## config.mk

```make
export PLATFORM = sky130hd
export DESIGN_NAME = div16_seq
export DESIGN_NICKNAME = d
export VERILOG_FILES = /design/src/rtl/div16_pkg.sv /design/src/rtl/div16_fs1b.sv /design/src/rtl/div16_seq.sv
export SDC_FILE = /design/constraint.sdc
export NUM_CORES = 1
export LEC_CHECK = 0
export BUFFER_PORTS_ARGS = -buffer_cell sky130_fd_sc_hd__buf_2
export CELL_PAD_IN_SITES_DETAIL_PLACEMENT = 0
export CELL_PAD_IN_SITES_GLOBAL_PLACEMENT = 1
export CORE_UTILIZATION = 33
export DETAILED_ROUTE_END_ITERATION = 10
export GPL_ROUTABILITY_DRIVEN = 0
export PLACE_DENSITY_LB_ADDON = 0.1
export SYNTH_ARGS = -nofsm -noshare
export SYNTH_HDL_FRONTEND = slang
export SYNTH_SLANG_ARGS = --single-unit
```

## constraint.sdc

```tcl
create_clock -name clk -period 16.6 [get_ports clk]
set_input_delay 3.32 -clock clk [delete_from_list [all_inputs] [get_ports clk]]
set_output_delay 3.32 -clock clk [all_outputs]
set_load 0.01 [all_outputs]
```

## src/rtl/div16_pkg.sv

```systemverilog
// rtl/div16_pkg.sv - shared constants, state encoding and sizing helper for the sequential divider
package div16_pkg;

    localparam int DIV_WIDTH = 16;

    function automatic int div_cnt_w(input int w);
        return $clog2(w + 1);
    endfunction

    localparam int DIV_CNT_W = div_cnt_w(DIV_WIDTH);

    typedef enum logic [1:0] {
        ST_IDLE = 2'd0,
        ST_RUN  = 2'd1,
        ST_DONE = 2'd2
    } div_state_e;

endpackage

```

## src/rtl/div16_fs1b.sv

```systemverilog
// rtl/div16_fs1b.sv - 1-bit full subtractor, {Bout, Diff} = A - B - Bin
module fs1b (
    input  logic A,
    input  logic B,
    input  logic Bin,
    output logic Diff,
    output logic Bout
);

    assign Diff = A ^ B ^ Bin;
    assign Bout = (~A & B) | (~(A ^ B) & Bin);

endmodule

```

## src/rtl/div16_seq.sv

```systemverilog
// rtl/div16_seq.sv - restoring sequential divider, one quotient bit per cycle; DIV16_SIGNED_EN adds signed mode
module div16_seq
    import div16_pkg::*;
#(
    parameter int WIDTH = DIV_WIDTH
) (
    input  logic             clk,
    input  logic             rst_n,
    input  logic             start,
    input  logic [WIDTH-1:0] dividend,
    input  logic [WIDTH-1:0] divisor,
    input  logic             sgn,
    output logic             busy,
    output logic             done,
    output logic [WIDTH-1:0] quotient,
    output logic [WIDTH-1:0] remainder,
    output logic             dz
);

    localparam int CW = div_cnt_w(WIDTH);

    localparam logic [1:0] IDLE = ST_IDLE;
    localparam logic [1:0] RUN  = ST_RUN;
    localparam logic [1:0] DONE = ST_DONE;

    logic [1:0]       state;
    logic [CW-1:0]    cnt;
    logic [WIDTH-1:0] dvd_q;
    logic [WIDTH-1:0] dsr_q;
    logic [WIDTH-1:0] rem_q;

    logic [WIDTH:0]   shifted;
    logic [WIDTH:0]   sub_b;
    logic [WIDTH:0]   sub_d;
    logic [WIDTH+1:0] brw;
    logic             restore;
    logic [WIDTH-1:0] rem_nxt;
    logic [WIDTH-1:0] quo_nxt;
    logic [WIDTH-1:0] q_fin;
    logic [WIDTH-1:0] r_fin;
    logic [WIDTH-1:0] op_a;
    logic [WIDTH-1:0] op_b;
    logic             dz_nxt;
    logic             unused_bits;

    // Trial subtraction of the divisor from the shifted partial remainder
    assign shifted = {rem_q, dvd_q[WIDTH-1]};
    assign sub_b   = {1'b0, dsr_q};
    assign brw[0]  = 1'b0;

    for (genvar i = 0; i <= WIDTH; i++) begin : g_sub
        fs1b u_fs1b (
            .A    (shifted[i]),
            .B    (sub_b[i]),
            .Bin  (brw[i]),
            .Diff (sub_d[i]),
            .Bout (brw[i+1])
        );
    end

    // A kept difference is always below the divisor, so its top bit is zero
    assign restore = brw[WIDTH+1];
    assign rem_nxt = restore ? shifted[WIDTH-1:0] : sub_d[WIDTH-1:0];
    assign quo_nxt = {dvd_q[WIDTH-2:0], ~restore};
    assign dz_nxt  = (dsr_q == '0);

`ifdef DIV16_SIGNED_EN
    logic             a_neg;
    logic             b_neg;
    logic             qneg_q;
    logic             rneg_q;
    logic [WIDTH-1:0] orig_q;

    assign a_neg = sgn & dividend[WIDTH-1];
    assign b_neg = sgn & divisor[WIDTH-1];
    assign op_a  = a_neg ? -dividend : dividend;
    assign op_b  = b_neg ? -divisor : divisor;
    assign q_fin = dz_nxt ? '1 : (qneg_q ? -quo_nxt : quo_nxt);
    assign r_fin = dz_nxt ? orig_q : (rneg_q ? -rem_nxt : rem_nxt);
    assign unused_bits = sub_d[WIDTH];

    always_ff @(posedge clk or negedge rst_n) begin
        if (!rst_n) begin
            qneg_q <= 1'b0;
            rneg_q <= 1'b0;
            orig_q <= '0;
        end else if (state == IDLE && start) begin
            qneg_q <= a_neg ^ b_neg;
            rneg_q <= a_neg;
            orig_q <= dividend;
        end
    end
`else
    assign op_a  = dividend;
    assign op_b  = divisor;
    assign q_fin = quo_nxt;
    assign r_fin = rem_nxt;
    assign unused_bits = sub_d[WIDTH] ^ sgn;
`endif

    always_ff @(posedge clk or negedge rst_n) begin
        if (!rst_n) begin
            state     <= IDLE;
            cnt       <= '0;
            dvd_q     <= '0;
            dsr_q     <= '0;
            rem_q     <= '0;
            quotient  <= '0;
            remainder <= '0;
            dz        <= 1'b0;
        end else begin
            case (state)
                IDLE: begin
                    if (start) begin
                        dvd_q <= op_a;
                        dsr_q <= op_b;
                        rem_q <= '0;
                        cnt   <= '0;
                        state <= RUN;
                    end
                end
                RUN: begin
                    rem_q <= rem_nxt;
                    dvd_q <= quo_nxt;
                    cnt   <= cnt + 1'b1;
                    // Results are published as the last bit resolves so they are valid during DONE
                    if (cnt == CW'(WIDTH - 1)) begin
                        state     <= DONE;
                        quotient  <= q_fin;
                        remainder <= r_fin;
                        dz        <= dz_nxt;
                    end
                end
                DONE:    state <= IDLE;
                default: state <= IDLE;
            endcase
        end
    end

    assign busy = (state != IDLE);
    assign done = (state == DONE);

endmodule

```

==> results.ini <==
[outcome]
run_status = completed

[worst_setup_path]
path_class = reg -> reg
cp.required_ps = 16790
end_kind = flop
cp_max_fo = 12
arrival_ps = 8180
cp_common_cell = fa_1
critPathLaunchType = flop
path_cells = inv_1 > ha_1 > inv_1 > fa_1 > fa_1 > fa_1 > fa_1 > fa_1 > fa_1 > fa_1 > fa_1 > fa_1 > fa_1 > fa_1 > fa_1 > fa_1 > fa_1 > inv_1 > fa_1 > nor2b_2 > buf_4 > mux2i_1 > o21ai_0
cpPeakStageDelay_ps = 470
slowest_stage = fa_1
rrSetupSlack_ps = 8610

[routing]
finalWirelength_um = 9110
vias_per_cell = 4.57
drc = 0
wl_per_cell_um = 15.2
vias = 2735
ant_nets = 0
drtIter0Drc = 81
first_pass_iters = 4

[sta]
slew_viol_final = 0
worst_pin_slew_ps = 882
min_period_ps = 7990
fmax_mhz = 125
hold_viol = 0
fin_crit_sh = 0.481
clock_skew_ps = 9.40
relSlewSlack = 0.412
setup_viol = 0
rsz0062_at_grt = no
finalSetupTns_ps = 0

[die]
num_rows = 40
dieArea_um2 = 13000
core_um2 = 12200
die_w_um = 114
die_h_um = 114
initial_core_util = 0.341
ios = 71

[logic_synthesis]
synth_seq_cells = 88
yosysSeqAreaShare = 0.530
ys_types = 31
ys_warn_count = 0
ys_async_sr_fraction = 1.00
netlist_area_um2 = 4150
syn_inst = 362
synth_edf_count = 0
synth_top_flop_cell = dfrtp_1
synth.net_count = 416
avgSynthCellArea_um2 = 11.5

[finish]
fin_cells = 599
drive_gt1_frac = 0.334
fillCellCount = 1220
fin_area_um2 = 4940
antenna_cells = 0
final_nets = 480
area_delta_synth_final_pct = 19.0
final_cell_mix = 88 x dfrtp_1, 70 x nand2_1, 68 x buf_2
layout.cells.most_common = dfrtp_1

[global_route]
grt_pass1_wl_um = 15200
grt-ovfl-total = 0
grt_pass1_vias = 2895
grt.total_usage = 0.155
grt_max_degree = 58
antenna_found_initial = 0

[clock_tree]
postCtsSetupBuffers = 0
numCtsBuffers = 9
ctsHoldBuffers = 0
clkTransAtPathRegs_ps = 70
cts_tree = done
insertion_delay_ps = 340
cts-root-buf = clkbuf_16
cts.path.max_buffers = 2
numClockSinks = 88
h-tree-depth = 3
cts.repair.resized = 0

[place]
post-dp-hpwl_um = 5990
dpl.cell_count = 583
placed_area_um2 = 4620
numPortBuffers = 69

[power]
max-vdd-ir-drop_mv = 0.0897
power.leakage_nw = 2.22
p_per_area_nw_per_um2 = 230
total_power_mw = 1.14

[job]
drv_cap = 0

[hold_path]
worstHoldPathType = reg -> reg

## cell type report
| cell class | instances | area [um^2] | area share |
|---|---|---|---|
| Sequential cell | 88 | 2200 | 0.446 |
| Clock buffer | 9 | 225 | 0.0456 |
| Clock inverter | 7 | 96.3 | 0.0195 |
| Timing Repair Buffer | 75 | 393 | 0.0795 |
| Tap cell | 168 | 210 | 0.0426 |
| Multi-Input combinational cell | 228 | 1720 | 0.349 |
| Inverter | 24 | 90.1 | 0.0182 |
## state kept, by name, summed over array words and instances, names as in the netlist
register / flops
quotient: 16
remainder: 16
rem_q: 16
dvd_q: 16
cnt: 5
dsr_q: 16
dz: 1
state: 2
## synthesized netlist by cell type, drive strengths merged (3+ instances only)
cell    number  area share
nor4         4      0.0060
inv         24       0.022
nand3       17       0.041
clkbuf       4      0.0039
ha           3      0.0090
a21oi        5      0.0060
dfrtp       88        0.53
buf         18       0.030
nand2       70       0.063
fa          15       0.072
mux2        15       0.041
a22oi       13       0.024
nor2b        3      0.0045
o22ai        3      0.0045
mux2i       17       0.041
o21ai       51       0.076
## worst max-delay path, delay by kind of cell (launching register included)
family                   cells  cell delay (ps)
multiplexers                 1              360
AO/OA/AOI/OAI                1              140
flip-flops                   1              360
AND/OR/NAND/NOR              1              430
buffers and inverters        4              560
adder cells (fa/ha/maj)     16             5970
## logic make-up (layout without fill, tap and decap cells)
| logic type | count (synthesis) | in the layout | synth area share |
|---|---|---|---|
| AND/OR/NAND/NOR | 104 | 104 | 0.136 |
| AO/OA/AOI/OAI | 74 | 74 | 0.115 |
| adder cells (fa/ha/maj) | 18 | 18 | 0.0814 |
| flip-flops | 88 | 88 | 0.530 |
| multiplexers | 32 | 32 | 0.0817 |
| buffers and inverters | 46 | 115 | 0.0558 |
## through the flow
step | hold slack [ps] | worst slack (ps) | util
floorplan | 437 | 9390 | -
global placement | 449 | 8580 | 0.380
detailed placement | 465 | 8550 | 0.380
CTS | 479 | 8510 | 0.406
global route | 497 | 8240 | 0.406
finish | 472 | 8610 | 0.406
## per-layer routing
metal | wire length, um | track usage | vias up
li1 | - | - | 1350
met4 | 98 | 0.0442 | 0
met1 | 4400 | 0.208 | 1341
met5 | 0 | 0 | -
met2 | 4360 | 0.246 | 40
met3 | 249 | 0.0424 | 4
## where the power goes
part | internal (mW) | leakage (nW) | switching [mW] | total [mW]
combinational | 0.224 | 1.04 | 0.296 | 0.520
sequential | 0.324 | 1.04 | 0.0767 | 0.401
clock | 0.132 | 0.148 | 0.0845 | 0.216
## worst paths after layout
kind                               from            end  cells after the start
max in group asynchronous         rst_n       rem_q[3]                      2
setup reg to reg              dvd_q[15]  remainder[10]                     23
setup / recovery              dvd_q[15]  remainder[10]                     23
min in group asynchronous         rst_n       dsr_q[2]                      1
hold reg to reg            remainder[4]   remainder[4]                      2
hold / removal             remainder[4]   remainder[4]                      2
(Power assumes the default switching activity.)
